**src/rtl/seg7_pkg.sv**
```systemverilog
// seg7_pkg: segment patterns (active-low gfedcba) and BCD decode shared by the display blocks
package seg7_pkg;

    localparam logic [6:0] SEG_0     = 7'h40;
    localparam logic [6:0] SEG_1     = 7'h79;
    localparam logic [6:0] SEG_2     = 7'h24;
    localparam logic [6:0] SEG_3     = 7'h30;
    localparam logic [6:0] SEG_4     = 7'h19;
    localparam logic [6:0] SEG_5     = 7'h12;
    localparam logic [6:0] SEG_6     = 7'h02;
    localparam logic [6:0] SEG_7     = 7'h78;
    localparam logic [6:0] SEG_8     = 7'h00;
    localparam logic [6:0] SEG_9     = 7'h10;
    localparam logic [6:0] SEG_DASH  = 7'h3F;
    localparam logic [6:0] SEG_BLANK = 7'h7F;
    localparam logic [3:0] AN_OFF    = 4'hF;

    function automatic logic [6:0] bcd_to_seg(input logic [3:0] bcd);
        case (bcd)
            4'd0:    return SEG_0;
            4'd1:    return SEG_1;
            4'd2:    return SEG_2;
            4'd3:    return SEG_3;
            4'd4:    return SEG_4;
            4'd5:    return SEG_5;
            4'd6:    return SEG_6;
            4'd7:    return SEG_7;
            4'd8:    return SEG_8;
            4'd9:    return SEG_9;
            default: return SEG_DASH;
        endcase
    endfunction

endpackage

```
**src/rtl/seg7_decode.sv**
```systemverilog
// seg7_decode: combinational BCD + blank -> active-low segments
//   bcd   in  4  digit value, 10..15 shown as a dash
//   blank in  1  force all segments off
//   seg   out 7  gfedcba, active-low
module seg7_decode
    import seg7_pkg::*;
(
    input  logic [3:0] bcd,
    input  logic       blank,
    output logic [6:0] seg
);
    assign seg = blank ? SEG_BLANK : bcd_to_seg(bcd);
endmodule

```
**src/rtl/seg7_scan_mux.sv**
```systemverilog
// seg7_scan_mux: frame-snapshotted 4-digit multiplexer with blanking, dead time and dimming
//   clk, reset              clock, async active-high reset
//   digit0..digit3          BCD digits, digit0 rightmost
//   dp_mask, blank_lz, duty decimal points, leading-zero blanking, brightness
//   an, seg, dp             active-low anodes (bit i = digit i), segments, decimal point
//   frame_tick              one-clock pulse after each snapshot
module seg7_scan_mux
    import seg7_pkg::*;
#(
    parameter int PRESCALE = 50000,
    parameter int DEAD     = 16
) (
    input  logic       clk,
    input  logic       reset,
    input  logic [3:0] digit0,
    input  logic [3:0] digit1,
    input  logic [3:0] digit2,
    input  logic [3:0] digit3,
    input  logic [3:0] dp_mask,
    input  logic       blank_lz,
    input  logic [1:0] duty,
    output logic [3:0] an,
    output logic [6:0] seg,
    output logic       dp,
    output logic       frame_tick
);
    localparam int CW = $clog2(PRESCALE);
    logic [CW-1:0]   cnt;
    logic [1:0]      slot;
    logic [3:0][3:0] sh_digit;
    logic [3:0]      sh_dp;
    logic            sh_lz;
    logic [1:0]      sh_duty;
    logic [3:0]      blank;
    logic [31:0]     on_end;
    logic            last, frame_end, win;
    logic [6:0]      seg_next;
    assign last      = cnt == CW'(PRESCALE - 1);
    assign frame_end = last && slot == 2'd3;
    // Blanking cascades from the leftmost digit; digit0 always shows
    assign blank[3] = sh_lz && sh_digit[3] == 4'd0;
    assign blank[2] = blank[3] && sh_digit[2] == 4'd0;
    assign blank[1] = blank[2] && sh_digit[1] == 4'd0;
    assign blank[0] = 1'b0;
    assign on_end = (32'(sh_duty) + 32'd1) * 32'(PRESCALE / 4);
    assign win    = 32'(cnt) >= 32'(DEAD) && 32'(cnt) < on_end;
    seg7_decode u_decode (
        .bcd  (sh_digit[slot]),
        .blank(blank[slot]),
        .seg  (seg_next)
    );
    always_ff @(posedge clk or posedge reset) begin
        if (reset) begin
            cnt        <= '0;
            slot       <= 2'd0;
            sh_digit   <= '0;
            sh_dp      <= 4'b0000;
            sh_lz      <= 1'b1;
            sh_duty    <= 2'd3;
            an         <= AN_OFF;
            seg        <= SEG_BLANK;
            dp         <= 1'b1;
            frame_tick <= 1'b0;
        end else begin
            cnt  <= last ? '0 : cnt + CW'(1);
            slot <= last ? slot + 2'd1 : slot;
            if (frame_end) begin
                sh_digit <= {digit3, digit2, digit1, digit0};
                sh_dp    <= dp_mask;
                sh_lz    <= blank_lz;
                sh_duty  <= duty;
            end
            an         <= win ? ~(4'b0001 << slot) : AN_OFF;
            seg        <= seg_next;
            dp         <= ~(win && !blank[slot] && sh_dp[slot]);
            frame_tick <= frame_end;
        end
    end
endmodule
```
**config.mk**
```make
export PLATFORM = sky130hd
export DESIGN_NAME = seg7_scan_mux
export DESIGN_NICKNAME = d
export VERILOG_FILES = /design/src/rtl/seg7_pkg.sv /design/src/rtl/seg7_decode.sv /design/src/rtl/seg7_scan_mux.sv
export SDC_FILE = /design/constraint.sdc
export NUM_CORES = 1
export LEC_CHECK = 0
export CAP_MARGIN = 20
export CELL_PAD_IN_SITES_DETAIL_PLACEMENT = 0
export CELL_PAD_IN_SITES_GLOBAL_PLACEMENT = 1
export CORE_MARGIN = 4
export CORE_UTILIZATION = 40
export DETAILED_ROUTE_END_ITERATION = 12
export HOLD_SLACK_MARGIN = 0.03
export MAX_ROUTING_LAYER = met4
export PLACE_DENSITY_LB_ADDON = 0.12
export SKIP_LAST_GASP = 1
export SLEW_MARGIN = 25
export SYNTH_ARGS = -nofsm -noshare
export SYNTH_HDL_FRONTEND = slang
export SYNTH_SLANG_ARGS = --single-unit
```
**constraint.sdc**
```tcl
create_clock -name clk -period 3 [get_ports clk]
set_input_delay 0.45 -clock clk [delete_from_list [all_inputs] [get_ports clk]]
set_output_delay 0.45 -clock clk [all_outputs]
set_load 0.02 [all_outputs]
```
==> results_dict.tcl <==
set metrics [dict create \
    drive_gt1_frac 0.223 \
    grt-ovfl-total 0 \
    cts_tree "done" \
    power.leakage_uw 0.00159 \
    worstMarginPinSlew_ps 588 \
    synth_seq_cells 54 \
    grt_max_degree 28 \
    ff2ff_setup_slack_ps 200 \
    core_um2 7250 \
    critical_path.max_stage_delay_ps 540 \
    fin_ws_ps 198 \
    dr.pass1.iters 4 \
    syn_nets 308 \
    timing.final.crit_share 0.934 \
    yosys_most_used_dff "dfrtp_1" \
    rsz0062_at_grt "false" \
    worst_path_most_repeated_cell "ha_1" \
    clockRootBuffer "clkbuf_8" \
    grt_pass1_vias 2041 \
    initial_core_util 0.411 \
    synthCells 252 \
    row_count 31 \
    synth_top_cell_by_area "dfrtp_1" \
    cts_buffers 5 \
    io_pins 38 \
    ys.warnings.count 0 \
    nFillCells 698 \
    vias 1989 \
    finClkSkew_ps 9.48 \
    power.density_nw_per_um2 376 \
    final-seq-area_um2 1370 \
    required_ps 3220 \
    grt_first_pass_wirelength_mm 10.3 \
    place_area_um2 3480 \
    multi_input_area_um2 1540 \
    slew_headroom 0.608 \
    nNetsFinal 351 \
    clkPwrFrac 0.304 \
    routed_wl_mm 5.90 \
    slew_viol_final 0 \
    die_x_um 94.3 \
    max-cap-violations 0 \
    p_comb_frac 0.124 \
    via_per_inst 5.04 \
    seqPwrFrac 0.571 \
    yosysTopAreaCellShare 0.327 \
    finalSetupViolations 0 \
    drcViolationCount 0 \
    critical_path.startpoint_type "flip-flop" \
    cts_setup_buffers 0 \
    die-area_um2 8900 \
    peakVddDrop_uv 185 \
    critPathSlowestCell "dfstp_2" \
    cts_hold_buf 0 \
    async_flop_share 1.00 \
    wire_per_inst_um 14.9 \
    critPathMaxFanout 5 \
    grt_usage 0.152 \
    clk_latency_ps 310 \
    diodes 0 \
    outcome "finished, final reports clean" \
    pre_cts_slack_ps -13.8 \
    dp_hpwl_mm 4.39 \
    synth-edff-count 0 \
    synth.distinct_cells 41 \
    finalCriticalPeriod_ps 2800 \
    p_sw_frac 0.248 \
    switchingPower_uw 335 \
    syn_to_final_growth_pct 20.5 \
    antenna_found_initial 0 \
    ys_seq_area_frac 0.460 \
    port_buffers 37 \
    cts.sink_count 54 \
    path_class "reg2reg" \
    gp_congestion 0.776 \
    ant_nets 0 \
    end_kind "flip-flop" \
    hp-class "reg2reg" \
    finalSetupTns_ps 0 \
    cp_cell_sequence "inv_1, ha_4, xnor2_1, ha_1, a31o_2, a21oi_1, ha_1, a211o_1, a21o_1, a21oi_4, nand4_1" \
    die_h_um 94.3 \
    netlist_top_cells_area "dfrtp_1, dfstp_2, ha_1, mux2_2, mux4_2" \
    p_int_uw 1020 \
    first_iter_violations 111 \
    final_hold_viol_count 0 \
    htree_levels 2 \
    cts_buffer_depth 2 \
    fin_area_um2 3590 \
    netlist_area_um2 2980 \
    max_freq_ghz 0.357 \
    cp.arrival_ps 3020 \
    clk_pin_slew_worst_paths_ps 100 \
    avgSynthCellArea_um2 11.8 \
]
sequential cells by signal (all words and copies together), names as in the netlist:
name / flops
sh_digit: 16
sh_lz: 1
frame_tick: 1
sh_dp: 4
sh_duty: 2
cnt: 16
an: 4
seg: 7
dp: 1
slot: 2
cells in the mapped netlist, types with 5 or more instances:
library cell / number
inv_1: 16
and3_1: 5
mux2_2: 23
xor2_1: 7
dfrtp_1: 39
ha_1: 31
nor2_1: 11
dfstp_2: 15
nand4_1: 10
o21ai_0: 7
a21oi_1: 12
nand3_1: 11
mux4_2: 5
nand2_1: 10
xnor2_1: 8
stage by stage:
stage | hold WS (ps) | util | power, uW | std cells
floorplan | 443 | - | 877 | 252
global placement | 475 | 0.480 | 952 | 387
detailed placement | 483 | 0.480 | 953 | 387
CTS | 497 | 0.493 | 1370 | 395
global route | 515 | 0.495 | 1420 | 395
finish | 490 | 0.495 | 1350 | 395
cell usage in the layout, fill, tap and decap left out, types with 8 or more instances in the layout:
master | Yosys | final
inv_1 | 16 | 15
nor2_1 | 11 | 11
clkdlybuf4s50_1 | 0 | 37
dfstp_2 | 15 | 15
dfrtp_1 | 39 | 39
nand2_1 | 10 | 10
nand4_1 | 10 | 10
xnor2_1 | 8 | 8
mux2_2 | 23 | 23
ha_1 | 31 | 30
a21oi_1 | 12 | 11
nand3_1 | 11 | 11
path summary, 6_finish.rpt:
| kind | start | to | depth (start not counted) |
|---|---|---|---|
| min in group asynchronous | reset | sh_digit[4] | 2 |
| hold reg to reg | cnt[0] | cnt[0] | 1 |
| setup / recovery | sh_duty[0] | an[2] | 11 |
| setup reg to reg | sh_duty[0] | an[2] | 11 |
| max in group asynchronous | reset | sh_duty[1] | 3 |
| hold / removal | cnt[0] | cnt[0] | 1 |
worst max-delay path: cells and delay by family (launching register included):
kind            cells  cell delay (ps)
compound gates      5             1030
xor+xnor            1              150
simple gates        1              140
buf+inv             1              110
fa+ha+maj           3              740
flops               1              540
per-layer routing:
| metal | part of all wire | up-vias | track usage |
|---|---|---|---|
| li1 | - | 987 | - |
| met1 | 0.51 | 959 | 0.221 |
| met2 | 0.44 | 38 | 0.222 |
| met3 | 0.040 | 5 | 0.0287 |
| met4 | 0.012 | 0 | 0.0361 |
| met5 | 0 | - | - |
power by group through the flow:
stage	registers, uW	logic (uW)	clock network [uW]
after detailed placement	786	167	0
after floorplan	795	82.0	0
after global routing	776	189	453
after global placement	785	167	0
after CTS	773	168	429
final	772	168	411
cells by family (layout without fill, tap and decap cells):
logic type	count (synthesis)	after routing	synth area share
fa+ha+maj	31	31	0.130
xor+xnor	15	15	0.0441
buf+inv	23	67	0.0327
flops	54	54	0.460
mux	31	31	0.135
simple gates	65	65	0.131
compound gates	33	33	0.0684
cell type report:
class / instances / area share
Clock inverter: 2 / 0.00383
Inverter: 16 / 0.0167
Clock buffer: 6 / 0.0202
Tap cell: 99 / 0.0345
Timing Repair Buffer: 43 / 0.116
Sequential cell: 54 / 0.381
Multi-Input combinational cell: 175 / 0.428
what timing repair did:
| action | 4_1_cts | 5_1_grt |
|---|---|---|
| endpoints found under the setup margin | 1 | 5 |
| gates resized for setup | 1 | 2 |
| endpoints found under the hold margin | 0 | 0 |
No activity file was read; power rests on OpenSTA's default activity.
